File: config.mk
export PLATFORM = sky130hd
export DESIGN_NAME = msrh_lrq
export DESIGN_NICKNAME = d
export VERILOG_FILES = /design/src/rtl/msrh_lsu_pkg.sv /design/src/rtl/msrh_lrq_bit_util.sv /design/src/rtl/msrh_lrq_entry.sv /design/src/rtl/msrh_lrq.sv
export SDC_FILE = /design/constraint.sdc
export NUM_CORES = 2
export LEC_CHECK = 0
export BUFFER_PORTS_ARGS = -buffer_cell sky130_fd_sc_hd__buf_2
export CORE_MARGIN = 4
export CORE_UTILIZATION = 30
export DETAILED_ROUTE_END_ITERATION = 10
export GPL_TIMING_DRIVEN = 0
export SYNTH_ARGS = -nofsm -noshare
export SYNTH_HDL_FRONTEND = slang
export SYNTH_HIERARCHICAL = 1
export SYNTH_SLANG_ARGS = --single-unit
File: constraint.sdc
create_clock -name i_clk -period 7.12 [get_ports i_clk]
set_input_delay 2.136 -clock i_clk [delete_from_list [all_inputs] [get_ports i_clk]]
set_output_delay 2.136 -clock i_clk [all_outputs]
set_load 0.05 [all_outputs]
File: src/rtl/msrh_lsu_pkg.sv
// msrh_lsu_pkg: LSU-side shared types and sizes for the load refill queue and load queue. Rev 1.0
`default_nettype none
package msrh_lsu_pkg;
  localparam int LRQ_SIZE      = 4;
  localparam int LSU_INST_NUM  = 2;
  localparam int PADDR_W       = 56;
  localparam int LINE_W        = 512;
  localparam int LINE_OFFSET_W = $clog2(LINE_W / 8);
  localparam int LRQ_TAG_W     = $clog2(LRQ_SIZE);

  typedef enum logic [1:0] {
    LRQ_FREE   = 2'd0,
    LRQ_READY  = 2'd1,
    LRQ_ISSUED = 2'd2,
    LRQ_REFILL = 2'd3
  } lrq_state_t;

  typedef struct packed {
    lrq_state_t          state;
    logic [PADDR_W-1:0]  paddr;
    logic [LINE_W-1:0]   data;
  } lrq_entry_t;

  typedef struct packed {
    logic                allocated;
    logic                conflict;
    logic                full;
    logic [LRQ_SIZE-1:0] index_oh;
  } lrq_ex2_resp_t;

  typedef struct packed {
    logic                valid;
    logic [LRQ_SIZE-1:0] resolve_index_oh;
  } lrq_resolve_t;

  function automatic logic [PADDR_W-LINE_OFFSET_W-1:0] line_addr(input logic [PADDR_W-1:0] pa);
    return pa[PADDR_W-1:LINE_OFFSET_W];
  endfunction

  function automatic logic [PADDR_W-1:0] line_align(input logic [PADDR_W-1:0] pa);
    return {pa[PADDR_W-1:LINE_OFFSET_W], {LINE_OFFSET_W{1'b0}}};
  endfunction

  function automatic logic [LRQ_TAG_W-1:0] oh2idx(input logic [LRQ_SIZE-1:0] oh);
    logic [LRQ_TAG_W-1:0] idx;
    idx = '0;
    for (int i = 0; i < LRQ_SIZE; i++) begin
      if (oh[i]) idx = idx | LRQ_TAG_W'(i);
    end
    return idx;
  endfunction
endpackage
`default_nettype wire

File: src/rtl/msrh_lrq_bit_util.sv
// bit_extract_lsb / bit_oh_or: lowest-set-bit isolation and one-hot AND-OR mux helpers. Rev 1.0
`default_nettype none
module bit_extract_lsb #(
  parameter int WIDTH = 4
) (
  input  logic [WIDTH-1:0] in_i,
  output logic [WIDTH-1:0] out_o
);
  assign out_o = in_i & (~in_i + WIDTH'(1));
endmodule

module bit_oh_or #(
  parameter int WIDTH = 8,
  parameter int WORDS = 4
) (
  input  logic [WORDS-1:0] oh_i,
  input  logic [WIDTH-1:0] data_i [WORDS],
  output logic [WIDTH-1:0] out_o
);
  always_comb begin
    out_o = '0;
    for (int i = 0; i < WORDS; i++) begin
      if (oh_i[i]) out_o = out_o | data_i[i];
    end
  end
endmodule
`default_nettype wire

File: src/rtl/msrh_lrq_entry.sv
// msrh_lrq_entry: one refill-queue entry, FREE -> READY -> ISSUED -> REFILL -> FREE. Rev 1.0
`default_nettype none
module msrh_lrq_entry
  import msrh_lsu_pkg::*;
(
  input  logic               clk_i,
  input  logic               rst_ni,
  input  logic               alloc_i,
  input  logic [PADDR_W-1:0] alloc_paddr_i,
  input  logic               issue_i,
  input  logic               resp_i,
  input  logic [LINE_W-1:0]  resp_data_i,
  input  logic               refill_done_i,
  output lrq_entry_t         entry_o
);
  lrq_state_t         state_q, state_d;
  logic [PADDR_W-1:0] paddr_q;
  logic [LINE_W-1:0]  data_q;

  always_ff @(posedge clk_i or negedge rst_ni) begin
    if (!rst_ni) begin
      state_q <= LRQ_FREE;
      paddr_q <= '0;
      data_q  <= '0;
    end else begin
      state_q <= state_d;
      if (alloc_i && state_q == LRQ_FREE)    paddr_q <= alloc_paddr_i;
      if (resp_i  && state_q == LRQ_ISSUED)  data_q  <= resp_data_i;
    end
  end

  always_comb begin
    state_d = state_q;
    case (state_q)
      LRQ_FREE:   if (alloc_i)       state_d = LRQ_READY;
      LRQ_READY:  if (issue_i)       state_d = LRQ_ISSUED;
      LRQ_ISSUED: if (resp_i)        state_d = LRQ_REFILL;
      LRQ_REFILL: if (refill_done_i) state_d = LRQ_FREE;
      default:                       state_d = LRQ_FREE;
    endcase
  end

  always_comb begin
    entry_o.state = state_q;
    entry_o.paddr = paddr_q;
    entry_o.data  = data_q;
  end

`ifdef SIMULATION
  always_ff @(posedge clk_i) begin
    if (rst_ni && resp_i && state_q != LRQ_ISSUED)
      $fatal(1, "msrh_lrq_entry: L2 response to an entry that is not ISSUED");
  end
`endif
endmodule
`default_nettype wire

File: src/rtl/msrh_lrq.sv
// msrh_lrq: load refill queue -- miss merge, L2 issue, L1D refill and resolve broadcast.
// Optional same-cycle cross-pipe merge under MSRH_LRQ_MERGE_EN. Rev 1.0
`default_nettype none
module msrh_lrq
  import msrh_lsu_pkg::*;
(
  input  logic                    i_clk,
  input  logic                    i_reset_n,
  input  logic [LSU_INST_NUM-1:0] i_ex2_req_valid,
  input  logic [PADDR_W-1:0]      i_ex2_req_paddr [LSU_INST_NUM],
  output lrq_ex2_resp_t           o_ex2_resp      [LSU_INST_NUM],
  output logic                    o_lrq_is_full,
  output lrq_resolve_t            o_lrq_resolve,
  output logic                    o_l2_req_valid,
  input  logic                    i_l2_req_ready,
  output logic [LRQ_TAG_W-1:0]    o_l2_req_tag,
  output logic [PADDR_W-1:0]      o_l2_req_paddr,
  input  logic                    i_l2_resp_valid,
  input  logic [LRQ_TAG_W-1:0]    i_l2_resp_tag,
  input  logic [LINE_W-1:0]       i_l2_resp_data,
  output logic                    o_l1d_wr_valid,
  output logic [PADDR_W-1:0]      o_l1d_wr_paddr,
  output logic [LINE_W-1:0]       o_l1d_wr_data
);
  lrq_entry_t          w_entry       [LRQ_SIZE];
  logic [PADDR_W-1:0]  w_entry_paddr [LRQ_SIZE];
  logic [LINE_W-1:0]   w_entry_data  [LRQ_SIZE];
  logic [PADDR_W-1:0]  w_alloc_paddr [LRQ_SIZE];
  logic [LRQ_SIZE-1:0] w_alloc_oh    [LSU_INST_NUM];
  logic [LRQ_SIZE-1:0] w_avail       [LSU_INST_NUM+1];
  logic [LRQ_SIZE-1:0] w_free, w_busy, w_ready, w_refill, w_alloc_vec;
  logic [LRQ_SIZE-1:0] w_ready_lsb, w_issue_oh, w_refill_oh;
  logic                issue_hold_q;
  logic [LRQ_SIZE-1:0] issue_sel_q;
  lrq_resolve_t        resolve_q;

  for (genvar i = 0; i < LRQ_SIZE; i++) begin : g_entry
    msrh_lrq_entry u_entry (
      .clk_i         (i_clk),
      .rst_ni        (i_reset_n),
      .alloc_i       (w_alloc_vec[i]),
      .alloc_paddr_i (w_alloc_paddr[i]),
      .issue_i       (w_issue_oh[i] & i_l2_req_ready),
      .resp_i        (i_l2_resp_valid && (i_l2_resp_tag == LRQ_TAG_W'(i))),
      .resp_data_i   (i_l2_resp_data),
      .refill_done_i (w_refill_oh[i]),
      .entry_o       (w_entry[i])
    );
    assign w_free[i]        = (w_entry[i].state == LRQ_FREE);
    assign w_ready[i]       = (w_entry[i].state == LRQ_READY);
    assign w_refill[i]      = (w_entry[i].state == LRQ_REFILL);
    assign w_entry_paddr[i] = w_entry[i].paddr;
    assign w_entry_data[i]  = w_entry[i].data;
  end

  assign w_busy     = ~w_free;
  assign w_avail[0] = w_free;

  for (genvar p = 0; p < LSU_INST_NUM; p++) begin : g_pipe
    logic [LRQ_SIZE-1:0] w_hit_oh, w_avail_lsb, w_merge_oh;
    logic                w_conflict, w_alloc;
    lrq_ex2_resp_t       w_resp;

    for (genvar i = 0; i < LRQ_SIZE; i++) begin : g_hit
      assign w_hit_oh[i] = w_busy[i] &
                           (line_addr(w_entry_paddr[i]) == line_addr(i_ex2_req_paddr[p]));
    end

    bit_extract_lsb #(.WIDTH(LRQ_SIZE)) u_avail_lsb (.in_i(w_avail[p]), .out_o(w_avail_lsb));

`ifdef MSRH_LRQ_MERGE_EN
    // A lower pipe allocating the same line this cycle turns this request into a merge.
    always_comb begin
      w_merge_oh = '0;
      for (int q = 0; q < p; q++) begin
        if ((|w_alloc_oh[q]) &&
            line_addr(i_ex2_req_paddr[q]) == line_addr(i_ex2_req_paddr[p]))
          w_merge_oh = w_alloc_oh[q];
      end
    end
    assign w_avail[p+1] = w_avail[p] & ~w_alloc_oh[p];
`else
    // Without address compare, one allocation per cycle keeps duplicate lines out.
    assign w_merge_oh   = '0;
    assign w_avail[p+1] = (|w_alloc_oh[p]) ? '0 : w_avail[p];
`endif

    assign w_conflict    = i_ex2_req_valid[p] & ((|w_hit_oh) | (|w_merge_oh));
    assign w_alloc       = i_ex2_req_valid[p] & ~w_conflict & (|w_avail[p]);
    assign w_alloc_oh[p] = w_alloc ? w_avail_lsb : '0;

    always_comb begin
      w_resp.allocated = w_alloc;
      w_resp.conflict  = w_conflict;
      w_resp.full      = i_ex2_req_valid[p] & ~w_conflict & ~(|w_avail[p]);
      w_resp.index_oh  = w_alloc_oh[p];
      if (w_conflict) w_resp.index_oh = (|w_hit_oh) ? w_hit_oh : w_merge_oh;
    end
    assign o_ex2_resp[p] = w_resp;
  end

  always_comb begin
    for (int i = 0; i < LRQ_SIZE; i++) begin
      w_alloc_vec[i]   = 1'b0;
      w_alloc_paddr[i] = '0;
      for (int p = 0; p < LSU_INST_NUM; p++) begin
        if (w_alloc_oh[p][i]) begin
          w_alloc_vec[i]   = 1'b1;
          w_alloc_paddr[i] = line_align(i_ex2_req_paddr[p]);
        end
      end
    end
  end

  // A stalled L2 request keeps its entry even if a lower index becomes READY meanwhile.
  bit_extract_lsb #(.WIDTH(LRQ_SIZE)) u_issue_lsb (.in_i(w_ready), .out_o(w_ready_lsb));
  assign w_issue_oh     = issue_hold_q ? issue_sel_q : w_ready_lsb;
  assign o_l2_req_valid = |w_issue_oh;
  assign o_l2_req_tag   = oh2idx(w_issue_oh);
  bit_oh_or #(.WIDTH(PADDR_W), .WORDS(LRQ_SIZE)) u_l2_paddr (
    .oh_i(w_issue_oh), .data_i(w_entry_paddr), .out_o(o_l2_req_paddr));

  bit_extract_lsb #(.WIDTH(LRQ_SIZE)) u_refill_lsb (.in_i(w_refill), .out_o(w_refill_oh));
  assign o_l1d_wr_valid = |w_refill_oh;
  bit_oh_or #(.WIDTH(PADDR_W), .WORDS(LRQ_SIZE)) u_wr_paddr (
    .oh_i(w_refill_oh), .data_i(w_entry_paddr), .out_o(o_l1d_wr_paddr));
  bit_oh_or #(.WIDTH(LINE_W), .WORDS(LRQ_SIZE)) u_wr_data (
    .oh_i(w_refill_oh), .data_i(w_entry_data), .out_o(o_l1d_wr_data));

  always_ff @(posedge i_clk or negedge i_reset_n) begin
    if (!i_reset_n) begin
      issue_hold_q <= 1'b0;
      issue_sel_q  <= '0;
      resolve_q    <= '0;
    end else begin
      issue_hold_q               <= o_l2_req_valid & ~i_l2_req_ready;
      issue_sel_q                <= w_issue_oh;
      resolve_q.valid            <= |w_refill_oh;
      resolve_q.resolve_index_oh <= w_refill_oh;
    end
  end

  assign o_lrq_resolve = resolve_q;
  assign o_lrq_is_full = ~(|w_free);
endmodule
`default_nettype wire

==> run metrics <==
fraction of power consumed by sequential logic 0.317; synth unique cells 69; WP data arrival between 5 and 6 ns; CTS clk-pin slew, worst paths roughly 0.050 ns; vias in the first global route between 80,000 and 90,000; H-tree levels 5; Max Root-Sink Buffers 4; Worst Hold Class flop to flop; layout net count approximately 10,000; fin util 0.364; WS Path Type primary input to output pin; CP Launch Type primary input; initial antenna violation count between 150 and 200; period utilization 1.05; Pint between 30 and 40 mW; Psw roughly 35 mW; post-synthesis mux area share 0.234; Pre-Repair DR Iteration Count 7; fillers approximately 36,000; Tmin final 7.49 ns; Yosys reg bits between 2,000 and 2,500; outcome finished, violations left; worst-path fanout max 5; final cell count without fillers around 15,000; met2 Use GR 0.358; Sw Share 0.468; row cnt 222; sequential element share of the synthesized area 0.521; worst clock skew between 0.05 and 0.06 ns; Area growth, synth to finish 21.0%; Async S/R FF share, synth 1.00; Post-Route Setup TNS -1.96 ns; Post-DP HPWL between 300,000 and 400,000 µm; power density over cell area around 560 nW/µm²; combinational share of power 0.489; layout cells sized above 1 0.479; IO Pins ~1,300; CTS Buf Count 276; core box area around 370,000 µm²; post-synthesis compound-gate area fraction 0.110; Max Slew Vio Count 0; Synth Area in Simple Gates 0.0421; Max Clock Freq approximately 130 MHz; RSZ-0062 raised after global routing yes; Critical Path RT ~5 ns; largest net degree at the start of global routing 160; Avg WL per Cell 29.7 µm; hold buffer count at CTS 0; Synth Area in XOR/XNOR 0.0293; Rel. slew slack 0.119; Final WS setup -0.373 ns; Netlist Area Pre-Place around 110,000 µm²; largest family of logic cells by synthesized area multiplexers; clock share of power 0.194; Chip Height slightly above 600 µm; Synth Instances roughly 8,300; clk sinks between 2,000 and 2,500; final setup vio count 9; routing usage on met3 0.0548; post-route ant nets 0; Skew-Pair Late Insertion Delay 0.88 ns; Hold WS between 0.5 and 0.6 ns; Tightest Pin Transition between 1 and 1.5 ns; Root Buffer clkbuf_16; RePlAce Congestion 1.03; Total GRT Usage 0.226; Placed Instances 14,300; via count 80,100; most used routing layer in global routing met2; Leakage just over 60 nW; M1 GR Usage 0.279; Mean Syn Cell Area about 13 µm²; vias per cell ~5.4; DR iter-0 viols approximately 7,500; Residual DRC 0; VDD IR max 0.425 mV; I/O Buffers about 1,200; Yosys Warn Count 6; Die ar. ~380,000 µm²; CTS tree yes; Post-Synth Adder-Cell Area 0.00182; failing checks negative setup slack; initial core utilization 0.301; global route overflow 0; Critical Path Sink Type output pin; Max-cap violations 0; Hold Vio Cnt, Final 0; Die X between 600 and 700 µm; overall routed net length 443,000 µm; Post-synth EDFFs 0; Most used DFF post-synth dfrtp_1; global-route wire length before repair roughly 610,000 µm
## cell usage after synthesis, types with 7 or more instances
master	instances	area, µm²
dfrtp_1	2290	57300
mux2_2	2274	25600
a22oi_1	1178	8840
nand2_1	696	2610
buf_6	415	4670
xor2_1	334	2930
o32ai_1	200	1750
buf_2	191	956
nor4_1	115	719
inv_1	93	349
a22oi_2	70	876
nor2b_1	39	244
nand4_1	33	206
xnor2_1	32	280
buf_4	31	233
dlygate4sd3_1	25	250
nor2_1	23	86.3
buf_8	20	300
nor3_1	17	85.1
ha_1	16	200
nand3_1	16	80.1
a2111oi_0	10	87.6
and2_1	10	62.6
a221oi_1	8	70.1
and2b_2	8	70.1
o22ai_1	7	43.8
## metal layers
| layer | up-vias | part of all wire | wire length, µm |
|---|---|---|---|
| met5 | - | 0.0011 | 472 |
| met4 | 72 | 0.069 | 30500 |
| met3 | 1202 | 0.080 | 35300 |
| met2 | 3582 | 0.46 | 204000 |
| met1 | 41400 | 0.39 | 172000 |
| li1 | 33800 | - | - |
## through the flow
| stage | total power [mW] | setup slack, ns | cell area [µm²] |
|---|---|---|---|
| after floorplan | 46.7 | -0.295 | 110000 |
| after detailed placement | 59.2 | -2.62 | 123000 |
| after CTS | 73.9 | -0.278 | 132000 |
| after global routing | 76.9 | -0.304 | 133000 |
| final | 73.9 | -0.373 | 133000 |
| after global placement | 59.0 | -50.57 | 122000 |
## worst max-delay path: stages
cell and delay (ns):
buf_12 0.12, xor2_4 0.16, nor4_4 0.50, nand4_1 0.43, nor4_4 0.45, a311oi_4 0.19
nand3_4 0.15, and2_4 0.18, nor3b_4 0.25, nand4_1 0.21, o21ai_2 0.36, buf_6 0.21
## cell usage in the layout, fill, tap and decap left out, drive strengths merged, types with 122 or more instances in the layout
cell type	Yosys	final
a22oi	1248	1248
buf	657	1884
clkbuf	2	413
dfrtp	2290	2290
diode	0	123
mux2	2278	2278
nand2	700	700
nor4	122	122
o32ai	200	200
xor2	334	334
## timing repair
action | CTS | global route
gates resized for setup | 103 | 34
setup buffers | 15 | 8
pin swaps | 18 | 9
setup endpoints to repair | 68 | 11
## worst paths after layout
check	from	endpoint	slack (ns)	depth (start not counted)
max	i_ex2_req_paddr[104]	o_ex2_resp[2]	-0.37	12
min	g_entry[3].u_entry/data_q[94]$_DFFE_PN0P_	g_entry[3].u_entry/data_q[94]$_DFFE_PN0P_	0.50	1
max reg2reg	g_entry[1].u_entry/state_q[1]$_DFFE_PN0P_	g_entry[2].u_entry/paddr_q[7]$_DFFE_PN0P_	1.36	13
min reg2reg	g_entry[3].u_entry/data_q[94]$_DFFE_PN0P_	g_entry[3].u_entry/data_q[94]$_DFFE_PN0P_	0.50	1
max in group asynchronous	i_reset_n	g_entry[1].u_entry/data_q[274]$_DFFE_PN0P_	1.74	7
min in group asynchronous	i_reset_n	g_entry[0].u_entry/data_q[492]$_DFFE_PN0P_	1.17	1
## sequential cells by signal (all words and copies together), names as in the netlist
name,cells
issue_hold_q,1
g_entry.u_entry/data_q,2048
issue_sel_q,4
o_lrq_resolve,5
g_entry.u_entry/state_q,8
g_entry.u_entry/paddr_q,224
## power by group through the flow
| stage | clock network [mW] | registers (mW) | logic (mW) |
|---|---|---|---|
| floorplan | 0 | 22.1 | 24.6 |
| finish | 14.3 | 23.4 | 36.1 |
| global route | 15.2 | 24.0 | 37.7 |
| detailed placement | 0 | 23.4 | 35.8 |
| CTS | 14.7 | 23.2 | 36.0 |
| global placement | 0 | 23.4 | 35.5 |
## final cells by class
class                   count  area [µm²]  share of cell area
flip-flops and latches   2290       57300               0.431
plain buffers             681        6430              0.0483
clock inverters            80         947             0.00712
repair buffers           1229        6670              0.0502
inverters                  97         378             0.00284
clock buffers             410        8220              0.0618
well taps                4816        6030              0.0453
multi-input cells        5217       46700               0.351
diodes                    123         308             0.00231
## cell families (layout without fill, tap and decap cells)
family                     count (synthesis)  in the layout
adders and majority gates                 16             16
DFF                                     2290           2290
other                                      1            147
and+or+nand+nor                         1009           1009
muxes                                   2284           2284
AOI/OAI and AO/OA                       1517           1517
buffers and inverters                    781           2497
xor gates and xnor gates                 367            367
(Power assumes the default switching activity.)
